--- config.mk ---
export PLATFORM = sky130hd
export DESIGN_NAME = config_loader
export DESIGN_NICKNAME = d
export VERILOG_FILES = /design/src/rtl/config_loader_pkg.sv /design/src/rtl/cfg_delay_counter.sv /design/src/rtl/config_loader.sv
export SDC_FILE = /design/constraint.sdc
export NUM_CORES = 1
export LEC_CHECK = 0
export ABC_AREA = 1
export BUFFER_PORTS_ARGS = -buffer_cell sky130_fd_sc_hd__buf_2
export CAP_MARGIN = 20
export CORE_ASPECT_RATIO = 0.7
export CORE_UTILIZATION = 54
export DETAILED_ROUTE_END_ITERATION = 6
export GPL_TIMING_DRIVEN = 0
export PLACE_DENSITY = 0.95
export SKIP_LAST_GASP = 1
export SYNTH_ARGS = -nofsm -noshare
export SYNTH_HDL_FRONTEND = slang
export SYNTH_SLANG_ARGS = --single-unit
--- constraint.sdc ---
create_clock -name clk -period 2.7 [get_ports clk]
set_input_delay 0.135 -clock clk [delete_from_list [all_inputs] [get_ports clk]]
set_output_delay 0.135 -clock clk [all_outputs]
set_load 0.1 [all_outputs]
--- src/rtl/config_loader_pkg.sv ---
// rtl/config_loader_pkg.sv - shared defaults, index width and FSM states for the configuration loader
package config_loader_pkg;

  localparam int DEF_WORD_W    = 32;
  localparam int DEF_NUM_WORDS = 42;
  localparam int IDX_W         = $clog2(DEF_NUM_WORDS);

  typedef enum logic [2:0] {
    IDLE,
    ACCEPT,
    SETUP,
    STROBE,
    HOLD,
    DONE
  } state_t;

  // Wide enough to hold the larger of the setup/hold reload values.
  function automatic int cnt_width(input int a, input int b);
    return $clog2(((a > b) ? a : b) + 1);
  endfunction

endpackage

--- src/rtl/cfg_delay_counter.sv ---
// rtl/cfg_delay_counter.sv - loadable down-counter with zero flag, shared by the setup and hold phases
module cfg_delay_counter
  import config_loader_pkg::*;
#(
  parameter int CNT_W = 1
) (
  input  logic             clk,
  input  logic             reset,
  input  logic             load,
  input  logic [CNT_W-1:0] load_val,
  input  logic             dec,
  output logic             zero
);

  logic [CNT_W-1:0] count;

  always_ff @(posedge clk or negedge reset) begin
    if (!reset) begin
      count <= '0;
    end else if (load) begin
      count <= load_val;
    end else if (dec && (count != '0)) begin
      count <= count - CNT_W'(1);
    end
  end

  assign zero = (count == '0);

endmodule

--- src/rtl/config_loader.sv ---
// rtl/config_loader.sv - sequences configuration words onto the latch bank data bus with framed one-hot enables
module config_loader
  import config_loader_pkg::*;
#(
  parameter int WORD_W       = DEF_WORD_W,
  parameter int NUM_WORDS    = DEF_NUM_WORDS,
  parameter int SETUP_CYCLES = 1,
  parameter int HOLD_CYCLES  = 1,
  localparam int IW          = $clog2(NUM_WORDS)
) (
  input  logic                 clk,
  input  logic                 reset,
  input  logic                 io_start,
  input  logic                 io_abort,
  input  logic                 io_in_valid,
  output logic                 io_in_ready,
  input  logic [WORD_W-1:0]    io_in_bits,
  output logic [WORD_W-1:0]    io_d_out,
  output logic [NUM_WORDS-1:0] io_configs_en,
  output logic                 io_busy,
  output logic                 io_done,
  output logic [IW-1:0]        io_word_idx
);

  localparam int              CNT_W      = cnt_width(SETUP_CYCLES, HOLD_CYCLES);
  localparam logic [IW-1:0]   LAST_IDX   = IW'(NUM_WORDS - 1);
  localparam logic [CNT_W-1:0] SETUP_LOAD = CNT_W'(SETUP_CYCLES - 1);
  localparam logic [CNT_W-1:0] HOLD_LOAD  = CNT_W'(HOLD_CYCLES - 1);

  state_t                state, state_nxt;
  logic [IW-1:0]         idx;
  logic                  idx_clr, idx_inc;
  logic                  accept;
  logic                  cnt_load, cnt_dec, cnt_zero;
  logic [CNT_W-1:0]      cnt_load_val;
  logic [NUM_WORDS-1:0]  en_nxt;

  cfg_delay_counter #(.CNT_W(CNT_W)) u_delay (
    .clk      (clk),
    .reset    (reset),
    .load     (cnt_load),
    .load_val (cnt_load_val),
    .dec      (cnt_dec),
    .zero     (cnt_zero)
  );

  always_ff @(posedge clk or negedge reset) begin
    if (!reset) begin
      state <= IDLE;
    end else begin
      state <= state_nxt;
    end
  end

  always_comb begin
    state_nxt    = state;
    idx_clr      = 1'b0;
    idx_inc      = 1'b0;
    accept       = 1'b0;
    cnt_load     = 1'b0;
    cnt_load_val = SETUP_LOAD;
    cnt_dec      = 1'b0;
    // Abort outranks everything, including a simultaneous start in IDLE.
    if (io_abort) begin
      state_nxt = IDLE;
      idx_clr   = 1'b1;
    end else begin
      unique case (state)
        IDLE: begin
          if (io_start) begin
            state_nxt = ACCEPT;
            idx_clr   = 1'b1;
          end
        end
        ACCEPT: begin
          if (io_in_valid) begin
            accept       = 1'b1;
            cnt_load     = 1'b1;
            cnt_load_val = SETUP_LOAD;
            state_nxt    = SETUP;
          end
        end
        SETUP: begin
          if (cnt_zero) state_nxt = STROBE;
          else          cnt_dec   = 1'b1;
        end
        STROBE: begin
          cnt_load     = 1'b1;
          cnt_load_val = HOLD_LOAD;
          state_nxt    = HOLD;
        end
        HOLD: begin
          if (!cnt_zero) begin
            cnt_dec = 1'b1;
          end else if (idx == LAST_IDX) begin
            state_nxt = DONE;
          end else begin
            idx_inc   = 1'b1;
            state_nxt = ACCEPT;
          end
        end
        DONE: begin
          idx_clr   = 1'b1;
          state_nxt = IDLE;
        end
        default: state_nxt = IDLE;
      endcase
    end
  end

  // Enables are decoded one cycle early so the latch bank sees them straight from flops.
  always_comb begin
    en_nxt = '0;
    if (state_nxt == STROBE) begin
      for (int i = 0; i < NUM_WORDS; i++) begin
        en_nxt[i] = (idx == IW'(i));
      end
    end
  end

  always_ff @(posedge clk or negedge reset) begin
    if (!reset) begin
      idx           <= '0;
      io_d_out      <= '0;
      io_configs_en <= '0;
    end else begin
      if (idx_clr) begin
        idx <= '0;
      end else if (idx_inc) begin
        idx <= idx + IW'(1);
      end
      if (accept) begin
        io_d_out <= io_in_bits;
      end
      io_configs_en <= en_nxt;
    end
  end

  assign io_in_ready = (state == ACCEPT);
  assign io_busy     = (state != IDLE);
  assign io_done     = (state == DONE);
  assign io_word_idx = idx;

endmodule

==> impl_results.md <==
- Status: complete, but fails checks
- Violated checks: DRC
- WL/cell: 15.3 um
- P&R area growth vs syn: 36.0%
- Seq cells post-synth: 84
- Syn Nets: 418
- H-Tree Depth: 3
- Placement-stage worst setup slack: 1.06 ns
- Setup crit end kind: output pin
- RSZ-0062 raised after global routing: no
- PortBufs: 118
- CTS Sinks: 84
- GPL Wtd Cong: 0.867
- R2R setup slack: 1.01 ns
- Fin nets: 581
- Critical Path AT: 1.56 ns
- EDFF count, synth: 0
- Post-synth top cells: nand2_1 (122), dfrtp_1 (84), nand3_1 (55), nor2_1 (35)
- Reg-to-Reg Start: io_word_idx[2]$_DFFE_PN0P_
- Initial core utilization: 56.2%
- Cells on worst reg2reg path: 7
- Post-synthesis cell type count: 22
- DRT iter0 DRCs: 231
- ANT nets after route: 0
- Largest area contributor in the netlist: dfrtp_1
- Synth Instances: 377
- F_max: 589 MHz
- Share of cells above drive strength 1: 33.0%
- Via/cell ratio: 5.29
- Clock-pin transition on the worst setup and hold timing paths: 0.08 ns
- Max Slew Vio Count: 0
- Grt total ovfl: 0
- Antenna violations before repair: 0
- Final setup margin: 1.00 ns
- Total CTS buffers: 9
- Final Hold Vio Count: 0
- Power Total: 4.30 mW
- Slew HR: 64.8%
- Num ports: 120
- Hold path startpoint: io_abort
- FP Rows: 24
- Actual slew at the worst max-slew pin: 0.528 ns
- First-pass GRT wire length: 15.6 mm
- Fin crit period: 1.70 ns
- Min Hold Slack: 0.0495 ns
- Critical Path Start Type: flip-flop
- Root buffer cell: clkbuf_8
- Worst-skew pair later-pin latency: 0.36 ns
- Most common cell in the synthesized netlist: nand2_1
- Clock Path Buffers: 2
- Worst Path Max Fanout: 6
- Routed vias: 3295
- Setup tns final: 0 ns
- Post-synthesis sequential area ratio: 59.9%
- Power density cells: 901 mW/mm^2
- Worst IR drop on VDD: 0.000550 V
- Die Y: 69.5 um
- Hold Crit Depth: 2
- Die X: 98.4 um
- DP HPWL: 5.95 mm
- Hold EP: state[0]$_DFF_PN0_
- Share of the synthesized area in the top cell type: 59.9%
- Final number of setup-violating endpoints: 0
- Area of the mapped netlist: 0.00351 sq mm
- Diode count: 0
- Syn avg cell area: 9.31 sq um
- YS warnings: 0
- Post-synthesis async set-or-reset flop share: 100%
- Data required, critical path: 2.57 ns
- Vias in the first global route: 3313
- Worst hold path type: in -> reg
- Die area: 0.00683 sq mm
- Fin Clk Skew: 0.00728 ns
- DRC Markers: 7
- Synth top area cells: dfrtp_1 (60%), nand2_1 (13%), nand3_1 (7.8%)
- Largest net degree at the start of global routing: 51
- Routed WL: 9.51 mm
- Gr usage total: 29.8%
- WS Path Type: reg -> out
- R2R Path End: io_word_idx[5]$_DFFE_PN0P_
- Placeable Area: 0.00625 sq mm
- Final period utilization: 62.9%
- Post-synth top flop: dfrtp_1
- CTS tree: built
- Max Cap Viol: 0
- DR pass1 iterations: 7
- Leak pwr: 2.61 nW
==> what timing repair did <==
item                      in CTS  in global routing
buffers inserted               0                  0
gates resized for setup        0                  0
hold endpoints to repair      66                  0
hold buffers                  33                  0
==> state kept, by name, indices dropped and copies added (netlist names) <==
signal	flops
u_delay.count	1
state	3
io_d_out	32
io_configs_en	42
io_word_idx	6
==> cell usage in the layout (no fill, tap or decap), drive strengths merged <==
cell type	synthesis	routed
a21oi	4	4
buf	14	133
bufinv	0	2
clkbuf	6	16
clkinv	0	2
clkinvlp	0	2
dfrtp	84	84
dlygate4sd3	0	33
ha	4	4
inv	21	21
nand2	125	125
nand3	58	58
nor2	56	56
nor3	2	2
xor2	3	3
==> worst max-delay path, cell delays in order (launching register included) <==
cell,delay (ns)
dfrtp_1,0.46
inv_1,0.12
nand3_1,0.12
inv_1,0.08
buf_2,0.42
==> kinds of logic after synthesis <==
family / after synthesis / synth area share, %
simple gates: 241 / 31.0
flops: 84 / 59.9
buf+inv: 41 / 6.38
compound gates: 4 / 0.570
fa+ha+maj: 4 / 1.43
xor+xnor: 3 / 0.749
==> cell type report <==
cell class	count	area, sq um
flip-flops and latches	84	2100
plain buffers	20	145
inverters	21	78.8
well taps	78	97.6
multi-input cells	252	1180
clock inverters	6	88.8
repair buffers	152	951
clock buffers	10	128
fillers	388	1470
==> power by group <==
group / switching [mW] / internal, mW / total (mW)
Combinational: 1.55 / 0.254 / 1.80
Clock: 0.457 / 0.521 / 0.978
Sequential: 0.0996 / 1.42 / 1.52
==> worst max path at each step <==
stage,depth (start not counted),to,slack [ns],start
3_5_place_dp,7,io_word_idx[5]$_DFFE_PN0P_,1.06,io_word_idx[2]$_DFFE_PN0P_
4_1_cts,4,io_done,1.02,state[1]$_DFF_PN0_
2_1_floorplan,7,io_d_out[10]$_DFFE_PN0P_,0.61,state[1]$_DFF_PN0_
5_1_grt,7,io_word_idx[2]$_DFFE_PN0P_,0.87,io_word_idx[2]$_DFFE_PN0P_
6_report,4,io_done,1.00,state[1]$_DFF_PN0_
3_3_place_gp,1,io_d_out[26]$_DFFE_PN0P_,0.93,reset
==> metal layers <==
layer  routed length [um]  GRT usage (%)  up-vias
met3                  526           7.26       41
met2                 4820           50.5      168
met4                  405           16.1        0
met1                 3750           35.2     1590
met5                    0              0        -
li1                     -              -     1496
==> per-stage QoR <==
stage | area [sq um] | utilization [%] | cells
global placement | 4200 | 67.2 | 573
finish | 4780 | 76.5 | 623
CTS | 4780 | 76.5 | 623
floorplan | 3510 | - | 377
global route | 4780 | 76.5 | 623
detailed placement | 4230 | 67.7 | 574
Note: power is estimated with default switching activity, not from simulation.
